==> config.mk <==
export PLATFORM = sky130hd
export DESIGN_NAME = program_counter
export DESIGN_NICKNAME = d
export VERILOG_FILES = /design/src/rtl/program_counter.sv
export SDC_FILE = /design/constraint.sdc
export NUM_CORES = 1
export LEC_CHECK = 0
export ABC_AREA = 1
export ABC_CLOCK_PERIOD_IN_PS = 1800
export CORE_ASPECT_RATIO = 0.75
export CORE_MARGIN = 2
export CORE_UTILIZATION = 38
export CTS_BUF_LIST = sky130_fd_sc_hd__clkbuf_8
export DETAILED_ROUTE_END_ITERATION = 10
export MAX_ROUTING_LAYER = met4
export PLACE_DENSITY = 0.7
export SLEW_MARGIN = 5
export SYNTH_ARGS = -nofsm -noshare
export SYNTH_HDL_FRONTEND = slang
export SYNTH_SLANG_ARGS = --single-unit
export TNS_END_PERCENT = 1
==> constraint.sdc <==
create_clock -name clk -period 1.8 [get_ports clk]
set_clock_uncertainty 0.1 [all_clocks]
set_input_delay 0.36 -clock clk [delete_from_list [all_inputs] [get_ports clk]]
set_output_delay 0.36 -clock clk [all_outputs]
set_load 0.01 [all_outputs]
==> src/rtl/program_counter.sv <==
// Program counter with load/increment, wrap pulse and optional halt detector (PC_HALT_DETECT_EN).
// Latency: one clk from sampled control to new out/wrap/halted; always accepts input, no backpressure.
module program_counter #(
    parameter int WIDTH = 16
) (
    input  logic             clk,
    input  logic             reset,
    input  logic [WIDTH-1:0] in,
    input  logic             load,
    input  logic             inc,
    output logic [WIDTH-1:0] out,
`ifdef PC_HALT_DETECT_EN
    output logic             halted,
`endif
    output logic             wrap
);

    logic [WIDTH-1:0] r_out;
    logic             r_wrap;
    logic             w_all_ones;

    assign w_all_ones = &r_out;
    assign out        = r_out;
    assign wrap       = r_wrap;

    always_ff @(posedge clk) begin
        if (reset) begin
            r_out  <= '0;
            r_wrap <= 1'b0;
        end else if (load) begin
            r_out  <= in;
            r_wrap <= 1'b0;
        end else if (inc) begin
            r_out  <= r_out + WIDTH'(1);
            r_wrap <= w_all_ones;
        end else begin
            r_wrap <= 1'b0;
        end
    end

`ifdef PC_HALT_DETECT_EN
    typedef enum logic {
        ST_RUN  = 1'b0,
        ST_HALT = 1'b1
    } state_t;

    state_t r_state;
    state_t w_state_nxt;
    logic   r_self_prev;
    logic   w_self_jump;

    // A self-jump is a taken load whose target equals the current count.
    assign w_self_jump = load && (in == r_out);

    always_ff @(posedge clk) begin
        if (reset) begin
            r_state     <= ST_RUN;
            r_self_prev <= 1'b0;
        end else begin
            r_state     <= w_state_nxt;
            r_self_prev <= w_self_jump;
        end
    end

    always_comb begin
        w_state_nxt = r_state;
        case (r_state)
            ST_RUN:  if (w_self_jump && r_self_prev) w_state_nxt = ST_HALT;
            ST_HALT: if (!w_self_jump) w_state_nxt = ST_RUN;
            default: w_state_nxt = ST_RUN;
        endcase
    end

    assign halted = (r_state == ST_HALT);
`endif

endmodule

Word level (Yosys, flattened, before mapping)
Cells that the tools add are included.
{"block": "classes", "reduce_logical": 3, "bitwise": 1, "add_sub_neg": 1, "mux": 2}
{"cell": "2-to-1 mux 16 bit", "count": 2}
{"cell": "adder 16 x 1 -> 16 bit (second input constant)", "count": 1}
{"cell": "AND reduction 16 bit", "count": 1}
{"cell": "OR reduction 3 bit", "count": 1}
{"cell": "nonzero test 2 bit", "count": 1}
{"cell": "NOT 1 bit", "count": 1}
{"block": "word_totals", "register_bits": 17, "wordCells": 9, "output_inout_bits": 17, "inputBits": 20}

Longest topological paths before layout
{"block": "depth", "depth_word": 3, "ltp_mapped": 8, "mapped_depth_nobuf": 8}

Worst setup path before layout
OpenSTA, ideal clock, no wires.
{"block": "synth_timing", "path_kind": "register -> register", "startpoint": "register r_out[1], in the netlist out[1]", "endpoint": "register r_out[10], in the netlist out[10]", "path_stages_with_launch": 9, "arrival_time_ns": 1.133, "required_time_ns": 1.568, "setup_slack_ns": 0.435, "path_cell_list": "dfxtp_1 ha_1 nand3_1 inv_1 nand2_1 nor2_1 nand2_1 nand3_1 a21oi_1"}
{"block": "synth_via", "elab_chain_cells": 3}
{"item": "from (decl)", "line_no": "18", "source": "logic [WIDTH-1:0] r_out;"}
{"item": "from (signal assigned)", "line_no": "31", "source": "r_out <= in;"}
{"item": "from (signal assigned)", "line_no": "34", "source": "r_out <= r_out + WIDTH'(1);"}
{"item": "adder 16 x 1 -> 16 bit", "line_no": "34"}
{"item": "2-to-1 mux 16 bit", "line_no": "33", "source": "end else if (inc) begin"}
{"item": "2-to-1 mux 16 bit", "line_no": "30", "source": "end else if (load) begin"}
No other way between the ends. The select of a mux whose other input is x is not followed.
A chain may end at the register's enable or synchronous reset.

Final worst setup path
{"block": "layout_timing", "startpoint": "register r_out[5], in the netlist out[5]", "endpoint": "output port out[5]"}
{"item": "to (decl)", "line_no": "11", "source": "output logic [WIDTH-1:0] out,"}
No word-level cell between the ends.

==> run summary <==
The run finished with clean final reports. Once placement finished, the instance area stood at 1440 µm². After synthesis the netlist holds a flip-flop and latch count of 17.

The most frequent cell after synthesis is nand2_1. The library cell used as clock root buffer is clkbuf_8. The die extent in x came out at 64.2 µm. The endpoint identified for the worst register-to-register timing path is out[10]. The first-pass GRT wire length came out at 4.69 mm. In this run the number of cells on the critical path is 1. The async set or reset register ratio after synthesis came out at 0%. The mean area per synthesized cell is 6.58 µm².

The boundary pin count is 37. TritonCTS built the clock tree. The share of the yosys chip area belonging to registers came out at 32.9%. The number of global-route vias before repair is 1,060. The count of flip-flops with a built-in enable after synthesis came out at 0.

Setup total negative slack on the finished layout was measured at 0 ns. The most critical setup path has its startpoint at out[5]. Entering global routing, the biggest net connects 14 pins. The overall routing resource usage came out at 19.2%. The number of max-slew violations in the final report came to 0.

The via density per instance came out at 5.22. The cts-stage hold buffer count came out at 0. The die height is 49.2 µm. In the post-synthesis netlist, the biggest area contributors are dfxtp_1 (33%), nand2_1 (14%), nand3_1 (8.7%).

The worst setup path is of the flop to output pin kind. The global-route congestion overflow total came out at 0. The number of different library cells used by synthesis comes to 24.

The congestion estimate from routability-driven global placement came to 0.863. Total power for the finished layout comes to 0.893 mW. The count of cells resized by post-cts repair is 0. The slack of the critical path is 0.0486 ns. The final worst-path cycle share came out at 97.3%. The largest delay contributor family on the critical path is buffers and inverters. Data on the critical path arrives at its endpoint at 1.29 ns. The count of final setup violators is 0. Setup repair after global routing left no endpoint under its margin. The number of post-CTS setup repair buffers is 0.

Across all layers, the routed design uses 1,210 vias. The HPWL after detailed placement is 2.24 mm. The library cell with the largest summed area after synthesis is dfxtp_1. The standard cell core area came out at 2600 µm². STA classifies the critical path startpoint as a flop.

The floorplan die area is 3160 µm². The utilization after layout came out at 56.9%. The tool flagged a number of max-cap violations equal to 0.

0 antenna diodes ended up in the layout. The number of buffer and inverter stages on the critical path came out at 1. After technology mapping, the gate count stands at 157. Sorting the synthesized cells by how often they occur yields nand2_1 (38), nand3_1 (18), dfxtp_1 (17), inv_1 (17), a21oi_1 (14). The number of antenna-violating nets in the routed design came out at 0.

The post-route minimum period came out at 1.75 ns. The clock insertion delay at the later pin of the skew report is 0.25 ns. The leakage component of the power is 0.595 nW. The post-layout net count is 218.

The number of levels in the clock H-tree came out at 1. The share of the synthesized area in the top cell type came out at 32.9%. In the final layout, the share of cells above drive strength 1 is 6.12%. Dividing total power by cell area gives a power density of 603 nW/µm². Summing every instance area after synthesis gives 1030 µm².

The port buffer count came out at 36. The number of antenna violations at the first check in global routing came out at 0. The number of violations reported at the end of detailed-routing iteration 0 is 71. The area overhead of the layout relative to synthesis came out at 43.3%.

The pre-CTS worst setup slack came out at 0.0329 ns. The cell with the largest stage delay on the worst path is clkdlybuf4s50_1. The highest ir drop seen on vdd came out at 0.369 mV. The pre-antenna-repair detailed-routing pass consisted of 6 iterations. The design area is 1480 µm². The count of final hold-check violations is 0. The path class of the lowest-slack min-delay path is flop to flop. Traced cell by cell, the critical path runs through clkdlybuf4s50_1.

The net count after synthesis is 178. The beginning of the worst register-to-register path is out[1]. No sink is reached through more buffers than the 2 on the longest clock path. The floorplan row count came out at 16. Dividing the detail-routed wire length by the instance count gives 12.5 µm. The clock-pin transition on the worst setup and hold timing paths came out at 0.06 ns. Headroom to the max-slew limit came out at 80.6%.

Counting cells, the worst reg-to-reg path comes to 8. TritonCTS created 3 clock buffers. The slew at the pin closest to its max-slew limit came out at 0.290 ns. In the synthesized netlist the dominant register cell turns out to be dfxtp_1. The worst reg-to-reg setup slack is 0.28 ns. The endpoint required time on the critical path came out at 1.34 ns.

The number of remaining DRC errors came out at 0. The number of warning messages in the yosys log is 0. The initial core utilization came out at 39.7%. The delay of the slowest critical-path stage came out at 0.59 ns. The total wire length is 2.90 mm. The TritonCTS sink count is 17. The worst setup path is captured at an output pin.

The critical path capture point is out[5]. In this run the worst path has a maximum fanout of 5. The highest achievable clock rate came out at 571 MHz.
==> routing by layer <==
layer / GRT usage, % / wire length (µm) / vias up
met2: 29.7 / 1360 / 42
met4: 3.19 / 8 / 0
li1: - / - / 601
met1: 24.9 / 1310 / 565
met5: - / 0 / -
met3: 6.47 / 217 / 2
==> cell families (layout without fill, tap and decap cells) <==
logic type | count (synthesis) | after routing | synth area share, %
AO/OA/AOI/OAI | 35 | 35 | 20.5
XOR/XNOR | 4 | 4 | 3.39
adder cells (fa/ha/maj) | 1 | 1 | 1.21
buffers and inverters | 24 | 63 | 10.0
flip-flops | 17 | 17 | 32.9
AND/OR/NAND/NOR | 76 | 76 | 32.0
==> report_power, final <==
group	switching, mW	total [mW]	leakage, nW	internal (mW)
combinational	0.0761	0.184	0.427	0.108
sequential	0.0326	0.431	0.140	0.398
clock	0.127	0.278	0.0269	0.151
==> worst min-delay path: cells and delay by family, from the launching register on <==
kind / cells / cell delay [ns]
AO/OA/AOI/OAI: 1 / 0.07
flip-flops: 1 / 0.35
AND/OR/NAND/NOR: 1 / 0.08
==> placed cells by master, fill, tap and decap left out, types with 4 or more instances in the layout <==
cell type	count
nand2_1	38
clkdlybuf4s50_1	36
nand3_1	18
inv_1	18
dfxtp_1	17
a21oi_1	14
nor2_1	12
a22oi_1	11
o21ai_0	5
buf_4	4
==> layout make-up <==
class | count | area, µm²
Clock buffer | 3 | 41.3
Clock inverter | 1 | 3.75
Fill cell | 248 | 1120
Inverter | 19 | 71.3
Multi-Input combinational cell | 116 | 589
Sequential cell | 17 | 340
Tap cell | 36 | 45.0
Timing Repair Buffer | 40 | 390
==> registers in the layout, indices dropped and copies added, names as in the netlist <==
| register | count |
|---|---|
| out | 16 |
| wrap | 1 |
==> worst min path at each step <==
stage	to	depth (start not counted)	slack (ns)	startpoint
final	out[4]	2	0.45	out[4]
after global routing	out[4]	2	0.47	out[4]
after CTS	out[4]	2	0.45	out[4]
after detailed placement	out[4]	2	0.44	out[4]
after global placement	wrap	2	0.43	out[15]
after floorplan	out[5]	1	0.33	reset
==> stage by stage <==
stage | hold slack (ns) | cells
final | 0.445 | 232
after floorplan | 0.329 | 157
after global placement | 0.431 | 228
after global routing | 0.469 | 232
after detailed placement | 0.439 | 228
after CTS | 0.448 | 232
(Power assumes the default switching activity.)
